File: src/rtl/fifo_burst_reader_pkg.sv
// Shared definitions for the pixel FIFO drain path: FSM state encoding and
// the default geometry used by the FIFO wrapper and the write controller.
package fifo_burst_reader_pkg;

  localparam int DEF_DATA_WIDTH  = 16;  // pixel word width
  localparam int DEF_LEVEL_WIDTH = 12;  // 2048-deep FIFO level, depth-width + 1
  localparam int DEF_BURST_LEN   = 64;  // beats per full DDR write burst
  localparam int DEF_LEN_WIDTH   = 8;   // holds any burst length 1..255

  typedef enum logic [1:0] {
    IDLE = 2'd0,  // watching the water level
    REQ  = 2'd1,  // burst request outstanding
    XFER = 2'd2   // popping and streaming the granted beats
  } state_t;

endpackage

File: src/rtl/fifo_burst_reader_skid_buf.sv
// Two-entry valid/ready buffer that absorbs the one-cycle FIFO read latency,
// so pops can be issued before the downstream consumer has taken the
// previous word.
module burst_skid_buf #(
  parameter int DATA_WIDTH = 16
) (
  input  logic                  clk,
  input  logic                  rst,
  input  logic                  push,
  input  logic [DATA_WIDTH-1:0] push_data,
  input  logic                  pop,
  output logic [DATA_WIDTH-1:0] head_data,
  output logic [1:0]            occ
);

  logic [DATA_WIDTH-1:0] entry [2];
  logic                  wr_ptr;
  logic                  rd_ptr;

  assign head_data = entry[rd_ptr];

  // Ring of two entries with an occupancy count; push and pop together keep occ.
  always_ff @(posedge clk or posedge rst) begin
    if (rst) begin
      // NOTE: the two storage words are reset so the stream data port reads 0
      // after reset; a larger RAM would normally be left unreset.
      entry[0] <= '0;
      entry[1] <= '0;
      wr_ptr   <= 1'b0;
      rd_ptr   <= 1'b0;
      occ      <= 2'd0;
    end else begin
      if (push) begin
        entry[wr_ptr] <= push_data;
        wr_ptr        <= ~wr_ptr;
      end
      if (pop) begin
        rd_ptr <= ~rd_ptr;
      end
      case ({push, pop})
        2'b10:   occ <= occ + 2'd1;
        2'b01:   occ <= occ - 2'd1;
        default: occ <= occ;
      endcase
    end
  end

endmodule

File: src/rtl/fifo_burst_reader.sv
// Read-side drain engine for the line FIFO: requests DDR write bursts when a
// full burst (or a flushed remainder) is buffered, then pops exactly the
// granted words and streams them out with a last marker.
module fifo_burst_reader
  import fifo_burst_reader_pkg::*;
#(
  parameter int DATA_WIDTH  = DEF_DATA_WIDTH,
  parameter int LEVEL_WIDTH = DEF_LEVEL_WIDTH,
  parameter int BURST_LEN   = DEF_BURST_LEN,
  parameter int LEN_WIDTH   = DEF_LEN_WIDTH
) (
  input  logic                   clk,
  input  logic                   rst,
  output logic                   fifo_rd_en,
  input  logic [DATA_WIDTH-1:0]  fifo_rd_data,
  input  logic                   fifo_rd_empty,
  input  logic [LEVEL_WIDTH-1:0] fifo_rd_water_level,
  input  logic                   flush,
  output logic                   burst_req,
  output logic [LEN_WIDTH-1:0]   burst_len,
  input  logic                   burst_ack,
  output logic [DATA_WIDTH-1:0]  m_data,
  output logic                   m_valid,
  input  logic                   m_ready,
  output logic                   m_last,
  output logic                   busy
);

  localparam logic [LEVEL_WIDTH-1:0] FULL_LEVEL = LEVEL_WIDTH'(BURST_LEN);
  localparam logic [LEN_WIDTH-1:0]   FULL_LEN   = LEN_WIDTH'(BURST_LEN);

  state_t               state;
  logic [LEN_WIDTH-1:0] rd_left;     // pops still to issue in this burst
  logic [LEN_WIDTH-1:0] beat_left;   // beats still to hand over in this burst
  logic                 flush_pend;
  logic                 inflight;    // a pop was issued last cycle
  logic [1:0]           occ;
  logic                 handshake;
  logic [2:0]           slots_used;

  assign handshake = m_valid & m_ready;
  assign m_valid   = (occ != 2'd0);
  assign m_last    = m_valid & (beat_left == LEN_WIDTH'(1));
  assign busy      = (state != IDLE) | flush_pend;

  burst_skid_buf #(
    .DATA_WIDTH(DATA_WIDTH)
  ) u_skid (
    .clk      (clk),
    .rst      (rst),
    .push     (inflight),
    .push_data(fifo_rd_data),
    .pop      (handshake),
    .head_data(m_data),
    .occ      (occ)
  );

  // Pop gating: a beat leaving this cycle frees its slot, which keeps the
  // pipeline at one word per clock while never overfilling the two entries.
  always_comb begin
    // NOTE: every combinational output gets a default first so no path can
    // leave it unassigned and infer a latch.
    fifo_rd_en = 1'b0;
    slots_used = {1'b0, occ} + {2'b00, inflight} - {2'b00, handshake};
    if (state == XFER && rd_left != '0 && !fifo_rd_empty && slots_used < 3'd2) begin
      fifo_rd_en = 1'b1;
    end
  end

  // Burst FSM with its counters, flush capture and registered request outputs.
  always_ff @(posedge clk or posedge rst) begin
    if (rst) begin
      // NOTE: state is updated with non-blocking assignments only, so every
      // read in this block sees the value from before the clock edge.
      state      <= IDLE;
      burst_req  <= 1'b0;
      burst_len  <= '0;
      rd_left    <= '0;
      beat_left  <= '0;
      flush_pend <= 1'b0;
      inflight   <= 1'b0;
    end else begin
      inflight <= fifo_rd_en;
      if (fifo_rd_en) begin
        rd_left <= rd_left - LEN_WIDTH'(1);
      end
      if (handshake) begin
        beat_left <= beat_left - LEN_WIDTH'(1);
      end

      case (state)
        IDLE: begin
          if (fifo_rd_water_level >= FULL_LEVEL) begin
            state     <= REQ;
            burst_req <= 1'b1;
            burst_len <= FULL_LEN;
          end else if (flush_pend) begin
            flush_pend <= 1'b0;
            if (fifo_rd_water_level != '0) begin
              state     <= REQ;
              burst_req <= 1'b1;
              burst_len <= fifo_rd_water_level[LEN_WIDTH-1:0];
            end
          end
        end
        REQ: begin
          if (burst_ack) begin
            state     <= XFER;
            burst_req <= 1'b0;
            rd_left   <= burst_len;
            beat_left <= burst_len;
          end
        end
        XFER: begin
          if (handshake && m_last) begin
            state <= IDLE;
          end
        end
        default: state <= IDLE;
      endcase

      // A new flush always wins over the clear above, so a pulse landing on
      // the IDLE decision cycle is serviced on a later pass.
      if (flush) begin
        flush_pend <= 1'b1;
      end
    end
  end

endmodule

File: config.mk
export PLATFORM = sky130hd
export DESIGN_NAME = fifo_burst_reader
export DESIGN_NICKNAME = d
export VERILOG_FILES = /design/src/rtl/fifo_burst_reader_pkg.sv /design/src/rtl/fifo_burst_reader_skid_buf.sv /design/src/rtl/fifo_burst_reader.sv
export SDC_FILE = /design/constraint.sdc
export NUM_CORES = 1
export LEC_CHECK = 0
export ABC_AREA = 1
export CAP_MARGIN = 20
export CORE_MARGIN = 2
export CORE_UTILIZATION = 45
export CTS_CLUSTER_DIAMETER = 120
export CTS_CLUSTER_SIZE = 16
export DETAILED_ROUTE_END_ITERATION = 6
export GPL_TIMING_DRIVEN = 0
export HOLD_SLACK_MARGIN = 0.12
export PLACE_DENSITY = 0.7
export SETUP_SLACK_MARGIN = 0.02
export SLEW_MARGIN = 20
export SYNTH_ARGS = -nofsm -noshare
export SYNTH_HDL_FRONTEND = slang
export SYNTH_SLANG_ARGS = --single-unit
File: constraint.sdc
create_clock -name clk -period 5.1 [get_ports clk]
set_input_delay 1.53 -clock clk [delete_from_list [all_inputs] [get_ports clk]]
set_output_delay 1.53 -clock clk [all_outputs]
set_load 0.02 [all_outputs]
After elaboration in Yosys (flattened, before gate mapping) --
Index checks and enable logic that the tools add are counted.
Operators by class: $add $sub $neg 6, magnitude comparators 5, equal/unequal tests 10, mux-type cells 31, bitwise operators 7, reductions and logical operators 20
Operators with widths (number):
- $mux 8 | 9
- $mux 16 | 4
- $bwmux 32 | 1
- $demux 16 s1 | 1
- $sub 8x1->8 const B | 2
- $reduce_bool 2->1 | 7
- $ge 12x7->1 const B | 1
- $reduce_bool 12->1 | 1
- $mux 2 | 5
- $eq 8x1->1 const B | 1
- $mux 1 | 8
- $reduce_and 4->1 | 2
- $reduce_bool 8->1 | 1
- $ne 3x3->1 const B | 2
- $pmux 2 s3 | 1
- $logic_and 1x1->1 | 5
- $eq 2x1->1 const B | 2
- $eq 2x2->1 const B | 2
- $ge 2x2->1 const B | 2
- $ne 2x2->1 const B | 2
- $not 1->2 | 2
- $pmux 2 s2 | 1
- $add 2x1->3 | 1
- $lt 3x2->1 const B | 1
- other kinds (13) | 15
Storage, ports and cells: flip-flop bits (word level) 65, output and inout bits 29

Depth between registers and ports, before layout --
depth in word-level cells 9, depth in mapped cells 15, depth with buffers taken out 15

Modules after synthesis --
Synthesis repeated with hierarchy kept, for this count alone.
Second synthesis, totals: cell total of the unflattened synthesis 468, area total of the unflattened synthesis 3542.1 um2
Modules (own cells, without submodules):
- fifo_burst_reader | instances 1, cells an instance 274, area each 1865.5 um2, sequential area each 725.7 um2
- burst_skid_buf | instances 1, cells an instance 194, area each 1676.6 um2, sequential area each 900.9 um2

Worst setup path after synthesis --
No wires, ideal clock.
kind input -> output, start point in m_ready, end point out fifo_rd_en, data arrival time 3.020 ns, required time 3.570 ns, path slack 0.550 ns, stages on the path 10, path through inv_1 > nor2_8 > nand2_1 > o21ai_1 > nand2_1 > fa_1 > nand2_1 > nor2_1 > nand3_1 > nor2_4
Between the ends: longest elaborated chain between the ends 5
Ends and longest elaborated chain:
- start: declaration | line fifo_burst_reader.sv:24 | input logic m_ready,
- $and 1x1->1 | line fifo_burst_reader.sv:41 | assign handshake = m_valid & m_ready;
- $sub 3x1->3 | line fifo_burst_reader.sv:64 | slots_used = {1'b0, occ} + {2'b00, inflight} - {2'b00, handshake};
- $lt 3x2->1 | line fifo_burst_reader.sv:65 | if (state == XFER && rd_left != '0 && !fifo_rd_empty && slots_used < 3'd2) begin
- $logic_and 1x1->1 | line fifo_burst_reader.sv:65
- $mux 1 | line fifo_burst_reader.sv:65
- end: declaration | line fifo_burst_reader.sv:14 | output logic fifo_rd_en,
Every way passes these cells.

Worst setup path in the final report --
Same ends and word-level chain as after synthesis.

==> impl_metrics.ini <==
[grt]
grt_max_degree = 36
grt_pass1_wl_um = 12800
grt_remaining_overflow = 0
grt_pass1_vias = 2765
antenna_found_initial = 0
grt.total_usage = 0.196

[floorplanning]
num_rows = 31
fp.dieW_um = 91.0
io_pins = 63
core_area_sq_um = 7290
die_height_um = 91.0
die_area_sq_um = 8280
start_util = 0.467

[timing]
tns_ns = 0
fin_crit_sh = 0.955
finalSetupViolCount = 0
drv_slew = 0
timing.final.ws_setup_ns = 0.229
relSlewSlack = 0.631
rsz0062_at_grt = false
min_period_ns = 4.87
hold_viol = 0
fin_skew_ns = 0.0111
fmax_ghz = 0.205
worst_slew_pin_slew_ns = 0.553

[placement]
port_buffers = 62
post-place-ws_ns = -0.786
gp_congestion = 0.814
dp_hpwl_um = 5390
dp_cells = 576

[logic_synthesis]
postSynthCellCount = 414
netlist.area_leader.share = 0.478
synthTopCellsByArea = dfrtp_1, nand2_1, inv_1
synth_edf_count = 0
synth_async_sr_flop_share = 1.00
yosysSeqAreaShare = 0.478
ys_ff_latch = 65
avgSynthCellArea_sq_um = 8.23
synth_most_common_cell = nand2_1
synth_cell_type_count = 34
synth_largest_area_cell = dfrtp_1
ys_warn_count = 0
syn_area_sq_um = 3410
postSynthNetCount = 453
synth_common_cells = nand2_1, dfrtp_1, inv_1
yosys_most_used_dff = dfrtp_1

[final_layout]
antenna_cells = 0
drive_above_1_share = 0.139
fin_util = 0.598
syn_to_final_growth_pct = 28.0
final_cells = 594
final_nets = 529

[critical_path]
endpoint_kind = output port
cp.arrival_ns = 3.34
worst-path-max-fanout = 3
critPathKind = input port to output port
required_ns = 3.57
start_kind = input port

[clocking]
cts_buffer_depth = 2
root_buffer = clkbuf_8
numClockSinks = 65
tritoncts = built
path_clk_slew_ns = 0.07
htree_levels = 3
clock_latency_ns = 0.35
cts_hold_buf = 0
cts_made_buffers = 9

[outcome]
outcome = complete, no violations

[pwr]
total_power_mw = 2.57
power_frac_seq = 0.352
vdd_drop_max_mv = 0.357
clkPwrFrac = 0.151
p_leak_nw = 2.22
p_switching_mw = 1.07
p_int_mw = 1.50
p_comb_frac = 0.497
p_sw_frac = 0.415
pwr_density_cell_nw_per_um2 = 589

[drt]
drt.antenna.violating_nets = 0
drt-initial-drc-count = 191
dr_total_vias = 2861
dr.pass1.iters = 4
drc_errors = 0
wl_per_cell_um = 12.6
wirelength_um = 7510
avgViaCountPerCell = 4.82

[hold_path]
hold_path_class = register to register

[job]
maxCapViolCount = 0
-- repair_timing --
action                                 in CTS  in global routing
setup buffers                               2                  0
setup endpoints to repair                   1                  0
resized for setup                           8                  0
endpoints found under the hold margin       0                  0
-- per-layer routing --
layer,share of wire,track usage,wire length [um],vias up
met5,0,0,0,-
met4,0.019,0.0833,141,0
met3,0.054,0.0448,406,11
met2,0.45,0.296,3400,64
met1,0.47,0.271,3560,1338
li1,-,-,-,1448
-- cells by family after synthesis --
group,synth area share
AND/OR/NAND/NOR,0.263
buffers and inverters,0.0937
flip-flops,0.478
AO/OA/AOI/OAI,0.0797
multiplexers,0.0529
XOR/XNOR,0.0129
adder cells (fa/ha/maj),0.0206
-- cell type report --
| cell class | instances | area, sq um |
|---|---|---|
| Clock buffer | 9 | 124 |
| Sequential cell | 65 | 1630 |
| Fill cell | 682 | 2930 |
| Multi-Input combinational cell | 270 | 1460 |
| Clock inverter | 7 | 47.5 |
| Inverter | 68 | 258 |
| Timing Repair Buffer | 65 | 652 |
| Tap cell | 99 | 124 |
| Buffer | 11 | 63.8 |
-- worst max-delay path: stages --
cell and delay (ns):
dlygate4sd2_1 0.27, inv_2 0.09, nor2_8 0.08, nand2_1 0.10
o21ai_2 0.10, nand2_1 0.10, fa_1 0.51, nand2_1 0.06
nor2_1 0.09, nand3_1 0.12, nor2_4 0.15, buf_4 0.15
-- power groups by stage --
stage | Combinational [mW] | Sequential (mW) | Clock [mW]
finish | 1.28 | 0.902 | 0.387
global route | 1.43 | 0.933 | 0.421
CTS | 1.29 | 0.900 | 0.397
detailed placement | 1.27 | 0.907 | 0
global placement | 1.25 | 0.897 | 0
floorplan | 0.869 | 0.880 | 0
-- placed cells by master, fill, tap and decap left out, types with 3 or more instances in the layout --
cell             netlist  final
clkbuf_8               0      9
o21ai_0               21     21
o21ai_1               23     22
inv_1                 63     61
nor2_1                31     31
inv_2                  5      6
mux2_2                16     16
nor2_2                 3      3
nand4_1               11     11
or2_1                  3      3
nand3_1               16     16
a21oi_1                3      3
or2_2                  4      4
dfrtp_1               65     65
buf_2                  6      6
clkinv_2               0      3
ha_1                   4      4
nand2_1              113    113
clkbuf_1               3      3
buf_4                  0      3
clkdlybuf4s50_1        0     60
xor2_1                 3      3
-- registers in the layout, summed over array words and instances, names as in the netlist, 2 cells and up --
name	count
state	2
beat_left	8
burst_len	8
u_skid.occ	2
rd_left	8
u_skid.entry	32
-- through the flow --
step                cell area [sq um]  hold WS [ns]
finish                           4360         0.485
global route                     4360         0.517
CTS                              4360         0.487
detailed placement               4170         0.469
global placement                 4150         0.460
floorplan                        3410         0.448
-- final timing paths --
| path | startpoint | end | slack (ns) | depth (start not counted) |
|---|---|---|---|---|
| max | m_ready | fifo_rd_en | 0.23 | 12 |
| min | u_skid.entry[4] | u_skid.entry[4] | 0.49 | 2 |
| max reg2reg | u_skid.occ[1] | rd_left[7] | 2.71 | 14 |
| min reg2reg | u_skid.entry[4] | u_skid.entry[4] | 0.49 | 2 |
| max in group asynchronous | rst | u_skid.entry[28] | 3.06 | 3 |
| min in group asynchronous | rst | burst_len[4] | 1.53 | 2 |
No activity file was read; power rests on OpenSTA's default activity.
